<file path="src/rtl/ifu_pkg.sv">
// Shared definitions for the instruction fetch unit: FSM encodings and constants.
package ifu_pkg;

    typedef enum logic [1:0] {
        S_REQ  = 2'd0,
        S_WAIT = 2'd1,
        S_OUT  = 2'd2
    } ifu_state_t;

    localparam logic [31:0] NOP_INSN         = 32'h0000_0013;
    localparam logic [31:0] DEFAULT_RESET_PC = 32'h0000_0000;

endpackage

</file>
<file path="src/rtl/ifu_pc_reg.sv">
// Program counter register: reset load, aligned redirect load, sequential +4 advance.
module ifu_pc_reg
    import ifu_pkg::*;
#(
    parameter int               XLEN     = 32,
    parameter logic [XLEN-1:0]  RESET_PC = XLEN'(DEFAULT_RESET_PC)
) (
    input  logic            clk,
    input  logic            rst,
    input  logic            redirect_valid,
    input  logic [XLEN-1:0] redirect_target,
    input  logic            advance,
    input  logic [XLEN-1:0] base,
    output logic [XLEN-1:0] pc
);

    // Redirect outranks the sequential advance; the add wraps naturally at 2^XLEN.
    always_ff @(posedge clk) begin
        if (rst)
            pc <= RESET_PC;
        else if (redirect_valid)
            pc <= {redirect_target[XLEN-1:2], 2'b00};
        else if (advance)
            pc <= base + XLEN'(4);
    end

endmodule

</file>
<file path="src/rtl/ifu_fetch.sv">
// RV32I fetch stage: one outstanding word fetch, output register toward decode, redirect with stale drop.
module ifu_fetch
    import ifu_pkg::*;
#(
    parameter int               XLEN     = 32,
    parameter logic [XLEN-1:0]  RESET_PC = XLEN'(DEFAULT_RESET_PC)
) (
    input  logic            clk,
    input  logic            rst,
    output logic            imem_req_valid,
    input  logic            imem_req_ready,
    output logic [XLEN-1:0] imem_req_addr,
    input  logic            imem_rsp_valid,
    input  logic [XLEN-1:0] imem_rsp_data,
    output logic            ins_valid,
    input  logic            ins_ready,
    output logic [XLEN-1:0] ins_data,
    output logic [XLEN-1:0] ins_pc,
    input  logic            redirect_valid,
    input  logic [XLEN-1:0] redirect_target
);

    ifu_state_t      state;
    logic            drop;
    logic [XLEN-1:0] pc;
    logic [XLEN-1:0] req_pc;
    logic            advance;

    assign imem_req_valid = (state == S_REQ) && !rst;
    assign imem_req_addr  = pc;
    assign advance        = (state == S_OUT) && ins_ready;

    ifu_pc_reg #(
        .XLEN     (XLEN),
        .RESET_PC (RESET_PC)
    ) u_pc (
        .clk             (clk),
        .rst             (rst),
        .redirect_valid  (redirect_valid),
        .redirect_target (redirect_target),
        .advance         (advance),
        .base            (ins_pc),
        .pc              (pc)
    );

    always_ff @(posedge clk) begin
        if (rst) begin
            state     <= S_REQ;
            drop      <= 1'b0;
            req_pc    <= RESET_PC;
            ins_valid <= 1'b0;
            ins_data  <= XLEN'(NOP_INSN);
            ins_pc    <= RESET_PC;
        end else begin
            unique case (state)
                S_REQ: begin
                    // A redirect coinciding with acceptance makes this fetch stale.
                    if (imem_req_ready) begin
                        state  <= S_WAIT;
                        req_pc <= pc;
                        drop   <= redirect_valid;
                    end
                end
                S_WAIT: begin
                    if (imem_rsp_valid) begin
                        if (drop || redirect_valid) begin
                            state <= S_REQ;
                            drop  <= 1'b0;
                        end else begin
                            ins_data  <= imem_rsp_data;
                            ins_pc    <= req_pc;
                            ins_valid <= 1'b1;
                            state     <= S_OUT;
                        end
                    end else if (redirect_valid) begin
                        drop <= 1'b1;
                    end
                end
                S_OUT: begin
                    if (redirect_valid || ins_ready) begin
                        ins_valid <= 1'b0;
                        state     <= S_REQ;
                    end
                end
                default: state <= S_REQ;
            endcase
        end
    end

endmodule

</file>
<file path="config.mk">
export PLATFORM = sky130hd
export DESIGN_NAME = ifu_fetch
export DESIGN_NICKNAME = d
export VERILOG_FILES = /design/src/rtl/ifu_pkg.sv /design/src/rtl/ifu_pc_reg.sv /design/src/rtl/ifu_fetch.sv
export SDC_FILE = /design/constraint.sdc
export NUM_CORES = 1
export LEC_CHECK = 0
export ABC_AREA = 1
export BUFFER_PORTS_ARGS = -buffer_cell sky130_fd_sc_hd__buf_2
export CAP_MARGIN = 10
export CORE_UTILIZATION = 27
export CTS_BUF_LIST = sky130_fd_sc_hd__clkbuf_4
export DETAILED_ROUTE_END_ITERATION = 10
export GPL_TIMING_DRIVEN = 0
export MAX_ROUTING_LAYER = met4
export PLACE_DENSITY = 0.49
export SLEW_MARGIN = 30
export SYNTH_ARGS = -nofsm -noshare
export SYNTH_HDL_FRONTEND = slang
export SYNTH_SLANG_ARGS = --single-unit
</file>
<file path="constraint.sdc">
create_clock -name clk -period 2.6 [get_ports clk]
set_input_delay 0.26 -clock clk [delete_from_list [all_inputs] [get_ports clk]]
set_output_delay 0.26 -clock clk [all_outputs]
set_load 0.02 [all_outputs]
</file>
==> results of run 1 <==
==> cells in the mapped netlist <==
master    number
a211oi_1       4
o211ai_1       3
nand3b_1       1
clkbuf_1      23
nand2_2        5
clkinv_1       2
xor2_1         1
o21ai_1       16
buf_4          3
a21oi_1       59
ha_1           1
o21a_1         1
o21ai_0       96
nand2_4        4
nor2_2         6
nor2_1       147
nor3_1         3
dfxtp_1      132
nand3_1       44
buf_6         13
a31oi_1        9
inv_2          5
buf_2          4
nand3_2        1
inv_1         70
nand2_1      155
nor2_4         8
==> power by group through the flow <==
stage	clock (mW)	combinational [mW]	sequential, mW
floorplan	0	0.258	2.31
global placement	0	0.537	2.24
detailed placement	0	0.539	2.24
CTS	1.53	0.603	2.20
global route	1.62	0.672	2.21
finish	1.47	0.595	2.20
==> logic make-up (layout without fill, tap and decap cells) <==
logic type | Yosys count | count (layout) | share of synthesized area (%)
adders and majority gates | 1 | 1 | 0.216
AOI/OAI and AO/OA | 188 | 188 | 16.8
buffers and inverters | 120 | 369 | 9.75
and+or+nand+nor | 374 | 374 | 27.5
DFF | 132 | 132 | 45.6
xor gates and xnor gates | 1 | 1 | 0.151
other | 0 | 1 | 0
==> path summary, 6_finish.rpt <==
path,start,end,slack [ns],depth (start not counted)
max reg2reg,ins_pc[3]$_SDFFE_PP0P_,u_pc.pc[24]$_SDFFE_PP0P_,0.79,9
max,ins_pc[3]$_SDFFE_PP0P_,u_pc.pc[24]$_SDFFE_PP0P_,0.79,9
min reg2reg,u_pc.pc[24]$_SDFFE_PP0P_,req_pc[24]$_SDFFE_PP0P_,0.48,2
min,redirect_target[28],u_pc.pc[28]$_SDFFE_PP0P_,0.07,5
==> state kept, by name, summed over array words and instances, names as in the netlist <==
name       cells
drop           1
ins_data      32
ins_pc        32
ins_valid      1
req_pc        32
state          2
u_pc.pc       32
==> per-layer routing <==
layer / GRT usage [%] / wire length (um)
met1: 23.8 / 9220
met2: 28.9 / 8820
met3: 4.29 / 972
met4: 6.13 / 287
met5: - / 0
==> cell type report <==
type,count,area [um^2],area share (%)
Sequential cell,132,2640,33.9
Multi-Input combinational cell,564,2580,33.2
Timing Repair Buffer,217,1360,17.4
Tap cell,275,344,4.42
Inverter,77,289,3.71
Buffer,43,275,3.53
Clock inverter,14,163,2.09
Clock buffer,18,135,1.73
Antenna cell,1,2.50,0.0321
==> per-stage QoR <==
step	utilization (%)	cells
global route	37.1	1341
detailed placement	33.1	1254
finish	37.1	1341
global placement	33.1	1254
floorplan	-	816
CTS	37.1	1340
==> worst reg2reg max path, stage by stage (launching register included) <==
cell and delay (ns):
dfxtp_1 0.44, ha_1 0.22, nand2_2 0.10, inv_2 0.09
nand3_1 0.19, nor2_1 0.33, nand2_1 0.10, nand2_1 0.07
nand3_1 0.09, a21oi_1 0.12
==> cells in the final DEF, fill, tap and decap left out, types with 8 or more instances in the layout <==
| cell | count |
|---|---|
| a21oi_1 | 59 |
| a31oi_1 | 9 |
| buf_2 | 167 |
| buf_6 | 13 |
| clkbuf_1 | 23 |
| clkbuf_4 | 18 |
| dfxtp_1 | 132 |
| dlygate4sd3_1 | 54 |
| inv_1 | 70 |
| nand2_1 | 155 |
| nand3_1 | 44 |
| nor2_1 | 147 |
| nor2_4 | 8 |
| o21ai_0 | 96 |
| o21ai_1 | 16 |
==> timing repair <==
item                      CTS  global route
hold endpoints to repair   56             0
hold buffers               54             0
gates resized for setup     0             0
==> impl_results.md, run 1 <==
* Placement Rows at 53
* Largest net degree at the start of global routing at 17
* Core area at 0.0210 mm^2
* CTS tree: built
* Root Buffer: clkbuf_4
* Cts bufs inserted at 17
* Fillers at 2,306
* Dpl hpwl at 14.6 mm
* Remaining DRCs at 0
* Area after DPL at 0.00695 mm^2
* Relative slew slack at 57.9%
* Share of layout cells above drive strength 1 at 22.6%
* Vias in the first global route at 5,535
* Post CTS Setup Buffer Count at 0
* Sequential area share after synthesis at 45.6%
* GRT Util Overall at 18.7%
* Clock power share at 34.5%
* Pre-CTS WS at 0.829 ns
* Antenna-violating nets left at 0
* Total number of vias at 5,824
* H-tree level count at 4
* Clock Path Buffers at 2
* Final WL at 19.3 mm
* Final setup viols at 0
* Net Sw Frac at 28.7%
* Initial antenna violation count at 1
* DRT Pass-1 Iters at 5
* Net Count, Synth at 887
* Area Overhead vs Synth at 34.6%
* Fin worst setup slack at 0.786 ns
* Combinational power share at 13.9%
* Highest Clock Rate at 551 MHz
* Delay of the slowest critical-path stage at 0.44 ns
* Crit-path slowest cell: dfxtp_1
* Cells after synthesis at 816
* CP Buf/Inv Count at 1
* Status: complete, no violations
* Syn Std Cell Area at 0.00579 mm^2
* Die W at 148 um
* Avg WL per Cell at 14.4 um
* Post-route cell area at 0.00779 mm^2
* Worst EP required at 3.07 ns
* First-pass GRT wire length at 30.2 mm
* CP Capture Type: register
* 1st-iter DRT viols at 275
* Worst hold-check path type: input port to register
* Die area at 0.0220 mm^2
* Top cell type by total area after synthesis: dfxtp_1
* Netlist cell types at 27
* Yosys top cell area share at 45.6%
* WP data arrival at 2.29 ns
* Max-Cap Viols at 0
* Setup CP Type: register to register
* CP cell instances: ha_1, nand2_2, inv_2, nand3_1, nor2_1, nand2_1, nand2_1, nand3_1, a21oi_1
* Ports at 168
* Clk_lat worst skew at 0.56 ns
* CTS clk-pin slew, worst paths at 0.12 ns
* Synth area leaders: dfxtp_1 (46%), nand2_1 (10%), nor2_1 (9.5%)
* Final setup TNS at 0 ns
* Peak supply drop at 0.220 mV
* Via-to-Cell Ratio at 4.34
* Critical path fanouts, max at 5
* Number of synthesis warnings at 0
* Setup Skew at 0.0217 ns
* Total gr overflow at 0
* Synthesized flop and latch total at 132
* Worst slew pin tran at 0.632 ns
* Sw Pwr at 1.23 mW
* Fin. Hold Viols at 0
* CP delay by family, top: simple AND/OR/NAND/NOR gates
* Internal power at 3.04 mW
* Hold_ws at 0.0662 ns
* RSZ-0062 raised after global routing: false
* Min cycle time layout at 1.81 ns
* Initial cell density of the core at 27.5%
* Sink Count at 132
* Reg power frac at 51.5%
* Worst setup SP type: register
* Routability Congestion at 0.904
* Average size of a mapped cell at 7.10 um^2
* Nets@finish at 1,123
* Final period util at 69.8%
* Final Power at 4.26 mW
* I/O Buffers at 163
* Leakage Power at 3.42 nW
* Die Ht at 148 um
* Final Slew Violations at 0
* Pwr dens at 547 mW/mm^2
No activity file was read; power rests on OpenSTA's default activity.
==> run 2: changes to the inputs <==
--- a/config.mk
+++ b/config.mk
@@ -13,7 +13,7 @@
 export DETAILED_ROUTE_END_ITERATION = 10
 export GPL_TIMING_DRIVEN = 0
 export MAX_ROUTING_LAYER = met4
-export PLACE_DENSITY = 0.49
+export PLACE_DENSITY = 0.51
 export SLEW_MARGIN = 30
 export SYNTH_ARGS = -nofsm -noshare
 export SYNTH_HDL_FRONTEND = slang
==> constraint.sdc (replaced) <==
create_clock -name clk -period 1.64 [get_ports clk]
set_input_delay 0.164 -clock clk [delete_from_list [all_inputs] [get_ports clk]]
set_output_delay 0.164 -clock clk [all_outputs]
set_load 0.02 [all_outputs]
==> run 2 against run 1 <==
Sequential power increased by 58%. Non-clock buffer count up 13. Clock skew is 0.0039 ns lower. Setup slack got worse by 0.69 ns. Critical endpoint is now u_pc.pc[12]$_SDFFE_PP0P_.
==> impl_results.md, run 2 (same netlist as run 1, synthesis figures left out) <==
* Total number of vias at 5,942 (+2.0%)
* Critical path fanouts, max at 6 (+1)
* Nets@finish at 1,136 (+1.2%)
* Cts bufs inserted at 17 (unchanged)
* Initial antenna violation count at 1 (unchanged)
* Antenna-violating nets left at 0 (unchanged)
* Worst slew pin tran at 0.702 ns (+0.0700 ns)
* Hold_ws at 0.0805 ns (+0.0144 ns)
* Worst setup SP type: register
* Status: complete, no violations
* Fin worst setup slack at 0.0938 ns (-0.692 ns)
* Worst hold-check path type: input port to register
* Max-Cap Viols at 0 (unchanged)
* CTS tree: built
* Core area at 0.0210 mm^2 (unchanged)
* GRT Util Overall at 18.6% (-0.033 points)
* Core Util, Final at 37.9% (+0.87 points)
* Die Ht at 148 um (unchanged)
* Worst EP required at 2.08 ns (-0.99 ns)
* Ports at 168 (unchanged)
* H-tree level count at 4 (unchanged)
* Final Slew Violations at 0 (unchanged)
* Via-to-Cell Ratio at 4.39 (+1.1%)
* Root Buffer: clkbuf_4
* Min cycle time layout at 1.55 ns (-0.268 ns)
* DP Cell Count at 1,254 (unchanged)
* Clk_lat worst skew at 0.56 ns (about the same)
* Leakage Power at 3.48 nW (+1.7%)
* Final WL at 19.5 mm (+1.2%)
* Most common cell after layout, fill and taps aside: buf_2
* 1st-iter DRT viols at 335 (+22%)
* I/O Buffers at 163 (unchanged)
* Share of layout cells above drive strength 1 at 24.2% (+1.6 points)
* Final setup TNS at 0 ns (unchanged)
* Largest net degree at the start of global routing at 17 (unchanged)
* Area Overhead vs Synth at 37.7%
* Routability Congestion at 0.876 (-3.1%)
* Fillers at 2,321 (+0.65%)
* Vias in the first global route at 5,611 (+1.4%)
* Commonest non-fill, non-tap cells in the layout: buf_2 (167), nand2_1 (154), nor2_1 (145), dfxtp_1 (127), o21ai_0 (95)
* WP data arrival at 1.98 ns (-0.31 ns)
* Total gr overflow at 0 (unchanged)
* Pre-CTS WS at -0.125 ns (-0.953 ns)
* Relative slew slack at 53.2% (-4.7 points)
* CP Capture Type: register
* Fin cells at 1,353 (+0.89%)
* CTS clk-pin slew, worst paths at 0.13 ns (about the same)
* First-pass GRT wire length at 30.4 mm (+0.53%)
* Initial cell density of the core at 27.5% (unchanged)
* Final setup viols at 0 (unchanged)
* Die area at 0.0220 mm^2 (unchanged)
* Final Power at 6.77 mW (+59%)
* Avg WL per Cell at 14.4 um (+0.28%)
* Final period util at 94.3% (+25 points)
* Clock Path Buffers at 2 (unchanged)
* Setup Skew at 0.0178 ns (-0.00391 ns)
* Area after DPL at 0.00695 mm^2 (unchanged)
* Placement Rows at 53 (unchanged)
* Setup CP Type: register to register
* Pwr dens at 849 mW/mm^2 (+55%)
* Peak supply drop at 0.356 mV (+62%)
* Fin. Hold Viols at 0 (unchanged)
* Die W at 148 um (unchanged)
* Dpl hpwl at 14.6 mm (about the same)
* RSZ-0062 raised after global routing: false
* DRT Pass-1 Iters at 5 (unchanged)
* Sink Count at 132 (unchanged)
* Highest Clock Rate at 647 MHz (+17%)
* Remaining DRCs at 0 (unchanged)
* Post-route cell area at 0.00797 mm^2 (+2.3%)
==> run 2: final cells by class <==
cell class,count,area [um^2],area share [%]
multi-input combinational,564,2630,33.0
clock buffer,17,128,1.60
antenna,1,2.50,0.0314
timing repair buffer,230,1480,18.5
sequential,132,2650,33.2
inverter,77,293,3.67
tap,275,344,4.32
clock inverter,14,164,2.06
buffer,43,280,3.51
==> run 2: final timing paths <==
kind | startpoint | endpoint | slack [ns] | cells past startpoint
max | ins_pc[2]$_SDFFE_PP0P_ | u_pc.pc[12]$_SDFFE_PP0P_ | 0.09 | 9
min reg2reg | u_pc.pc[25]$_SDFFE_PP0P_ | req_pc[25]$_SDFFE_PP0P_ | 0.48 | 2
max reg2reg | ins_pc[2]$_SDFFE_PP0P_ | u_pc.pc[12]$_SDFFE_PP0P_ | 0.09 | 9
min | redirect_valid | u_pc.pc[30]$_SDFFE_PP0P_ | 0.08 | 5
==> run 2: report_power, final <==
part	leakage [nW]	internal, mW	total [mW]	switching [mW]
Sequential	1.08	3.37	3.48	0.110
Clock	0.134	1.03	2.31	1.27
Combinational	2.26	0.409	0.981	0.572
Total	3.48	4.81	6.77	1.96
==> run 2: metal layers <==
| metal | up-vias | track usage, % | wire (um) |
|---|---|---|---|
| li1 | 3132 | - | - |
| met1 | 2657 | 24.2 | 9410 |
| met2 | 135 | 28.9 | 8860 |
| met3 | 18 | 3.90 | 1000 |
| met4 | 0 | 5.46 | 255 |
| met5 | - | - | 0 |
==> run 2: timing repair <==
item	CTS	global route
setup buffers	0	3
setup endpoints to repair	6	34
pin swaps	0	5
endpoints found under the hold margin	66	0
gates resized for setup	5	22
hold buffers	64	0
==> run 2: worst max-delay path: stages, from the launching register on <==
cell,delay [ns]
dfxtp_2,0.40
ha_4,0.15
nand2_2,0.09
nor2_4,0.18
nand2_4,0.11
nor2_4,0.15
buf_4,0.12
nand2_1,0.04
nand3_1,0.10
a31oi_1,0.08
==> run 3: changes to the inputs <==
--- a/config.mk
+++ b/config.mk
@@ -7,7 +7,7 @@
 export LEC_CHECK = 0
 export ABC_AREA = 1
 export BUFFER_PORTS_ARGS = -buffer_cell sky130_fd_sc_hd__buf_2
-export CAP_MARGIN = 10
+export CAP_MARGIN = 20
 export CORE_UTILIZATION = 27
 export CTS_BUF_LIST = sky130_fd_sc_hd__clkbuf_4
 export DETAILED_ROUTE_END_ITERATION = 10
==> constraint.sdc (replaced) <==
create_clock -name clk -period 1.64 [get_ports clk]
set_input_delay 0.328 -clock clk [delete_from_list [all_inputs] [get_ports clk]]
set_output_delay 0.328 -clock clk [all_outputs]
set_load 0.02 [all_outputs]
==> run 3 against run 2 <==
Critical endpoint is now imem_req_valid. Via count decreased by 0.52%. Maximum frequency decreased by 4.0%. Highest routed layer unchanged. Largest power group unchanged. Setup slack got worse by 0.064 ns. Clock power about the same.
==> impl_results.md, run 3 (same netlist as run 1, synthesis figures left out) <==
* GRT Util Overall at 18.4% (-0.18 points)
* Final WL at 19.3 mm (-0.97%)
* Fillers at 2,320 (-0.043%)
* Commonest non-fill, non-tap cells in the layout: buf_2 (166), nand2_1 (154), nor2_1 (145), dfxtp_1 (125), o21ai_0 (95)
* Setup CP Type: register to primary output
* Setup Skew at 0.0220 ns (+0.00418 ns)
* I/O Buffers at 163 (unchanged)
* Die Ht at 148 um (unchanged)
* Sink Count at 132 (unchanged)
* CTS clk-pin slew, worst paths at 0.12 ns (about the same)
* Die area at 0.0220 mm^2 (unchanged)
* CTS tree: built
* Worst slew pin tran at 0.685 ns (-0.0173 ns)
* Worst hold-check path type: input port to register
* Total gr overflow at 0 (unchanged)
* Final Slew Violations at 0 (unchanged)
* Remaining DRCs at 0 (unchanged)
* Root Buffer: clkbuf_4
* WP data arrival at 1.28 ns (-0.70 ns)
* Cts bufs inserted at 17 (unchanged)
* Final setup TNS at 0 ns (unchanged)
* Final setup viols at 0 (unchanged)
* 1st-iter DRT viols at 342 (+2.1%)
* RSZ-0062 raised after global routing: true
* Pwr dens at 870 mW/mm^2 (+2.5%)
* Critical path fanouts, max at 4 (-2)
* Via-to-Cell Ratio at 4.45 (+1.4%)
* Total number of vias at 5,911 (-0.52%)
* Clk_lat worst skew at 0.56 ns (about the same)
* Worst setup SP type: register
* CP Capture Type: primary output
* Avg WL per Cell at 14.6 um (+0.89%)
* CP Buf/Inv Count at 1 (unchanged)
* Delay of the slowest critical-path stage at 0.37 ns (-0.03 ns)
* First-pass GRT wire length at 30.0 mm (-1.1%)
* Post-route cell area at 0.00774 mm^2 (-2.9%)
* Placement Rows at 53 (unchanged)
* Most common cell after layout, fill and taps aside: buf_2
* DRT Pass-1 Iters at 5 (unchanged)
* Peak supply drop at 0.358 mV (+0.50%)
* Final period util at 98.2% (+3.9 points)
* Highest Clock Rate at 621 MHz (-4.0%)
* H-tree level count at 4 (unchanged)
* Vias in the first global route at 5,527 (-1.5%)
* Initial antenna violation count at 1 (unchanged)
* Routability Congestion at 0.876 (unchanged)
* Leakage Power at 3.37 nW (-3.0%)
* Ports at 168 (unchanged)
* Status: complete, no violations
* CP delay by family, top: flip-flops
* Antenna-violating nets left at 0 (unchanged)
* Max-Cap Viols at 0 (unchanged)
* Relative slew slack at 54.4% (+1.2 points)
* Pre-CTS WS at -0.241 ns (-0.116 ns)
* Share of layout cells above drive strength 1 at 24.9% (+0.67 points)
* Die W at 148 um (unchanged)
* Initial cell density of the core at 27.5% (unchanged)
* Fin worst setup slack at 0.0301 ns (-0.0637 ns)
* Core area at 0.0210 mm^2 (unchanged)
* Nets@finish at 1,111 (-2.2%)
* CP cell instances: nor3_4, buf_6
* Area after DPL at 0.00695 mm^2 (unchanged)
* Area Overhead vs Synth at 33.7%
* Min cycle time layout at 1.61 ns (+0.0637 ns)
* Crit-path slowest cell: dfxtp_2
* Clock Path Buffers at 2 (unchanged)
* Largest net degree at the start of global routing at 17 (unchanged)
* Worst EP required at 1.31 ns (-0.77 ns)
* Fin. Hold Viols at 0 (unchanged)
* Dpl hpwl at 14.6 mm (unchanged)
## run 3: final timing paths
path / slack, ns / from / cells after the start / end
max reg2reg: 0.10 / ins_pc[2]$_SDFFE_PP0P_ / 9 / u_pc.pc[12]$_SDFFE_PP0P_
max: 0.03 / state[1]$_SDFFE_PP0P_ / 2 / imem_req_valid
min reg2reg: 0.48 / u_pc.pc[25]$_SDFFE_PP0P_ / 2 / req_pc[25]$_SDFFE_PP0P_
min: 0.06 / imem_rsp_data[5] / 3 / ins_data[5]$_SDFFE_PP0P_
## run 3: power breakdown
| part | internal [mW] | total [mW] | switching (mW) |
|---|---|---|---|
| clock network | 1.03 | 2.31 | 1.28 |
| logic | 0.372 | 0.936 | 0.564 |
| registers | 3.37 | 3.48 | 0.110 |
## run 3: cell type report
class / instances / area (um^2) / share of cell area, %
Sequential cell: 132 / 2660 / 34.3
Timing Repair Buffer: 205 / 1230 / 16.0
Tap cell: 275 / 344 / 4.45
Antenna cell: 1 / 2.50 / 0.0323
Clock buffer: 17 / 128 / 1.65
Multi-Input combinational cell: 564 / 2640 / 34.1
Clock inverter: 14 / 164 / 2.12
Inverter: 77 / 293 / 3.78
Buffer: 43 / 279 / 3.60
## run 3: metal layers
| layer | vias up | global-route usage [%] | part of all wire (%) | routed length [um] |
|---|---|---|---|---|
| li1 | 3083 | - | - | - |
| met1 | 2654 | 24.0 | 48 | 9250 |
| met2 | 151 | 28.3 | 45 | 8700 |
| met3 | 23 | 3.87 | 5.3 | 1030 |
| met4 | 0 | 5.93 | 1.9 | 360 |
| met5 | - | - | 0 | 0 |
## run 3: what timing repair did
item	CTS	global route
hold endpoints to repair	39	0
hold buffers	39	0
setup endpoints to repair	7	26
buffers inserted	0	3
gates resized for setup	10	22
pin swaps	1	6
## run 3: worst register-to-register path, delay by kind of cell (launching register included)
family / cells / cell delay [ns]
fa+ha+maj: 1 / 0.15
simple gates: 6 / 0.67
flops: 1 / 0.40
compound gates: 1 / 0.08
buf+inv: 1 / 0.12
## run 3: per-stage QoR
stage / hold WS [ns] / total power, mW / util [%] / instances
CTS: 0.0145 / 6.82 / 36.5 / 1324
global placement: 0.453 / 4.40 / 33.1 / 1254
detailed placement: 0.458 / 4.41 / 33.1 / 1254
global route: 0.0524 / 7.08 / 36.8 / 1328
finish: 0.0571 / 6.73 / 36.8 / 1328
floorplan: 0.441 / 4.06 / - / 816
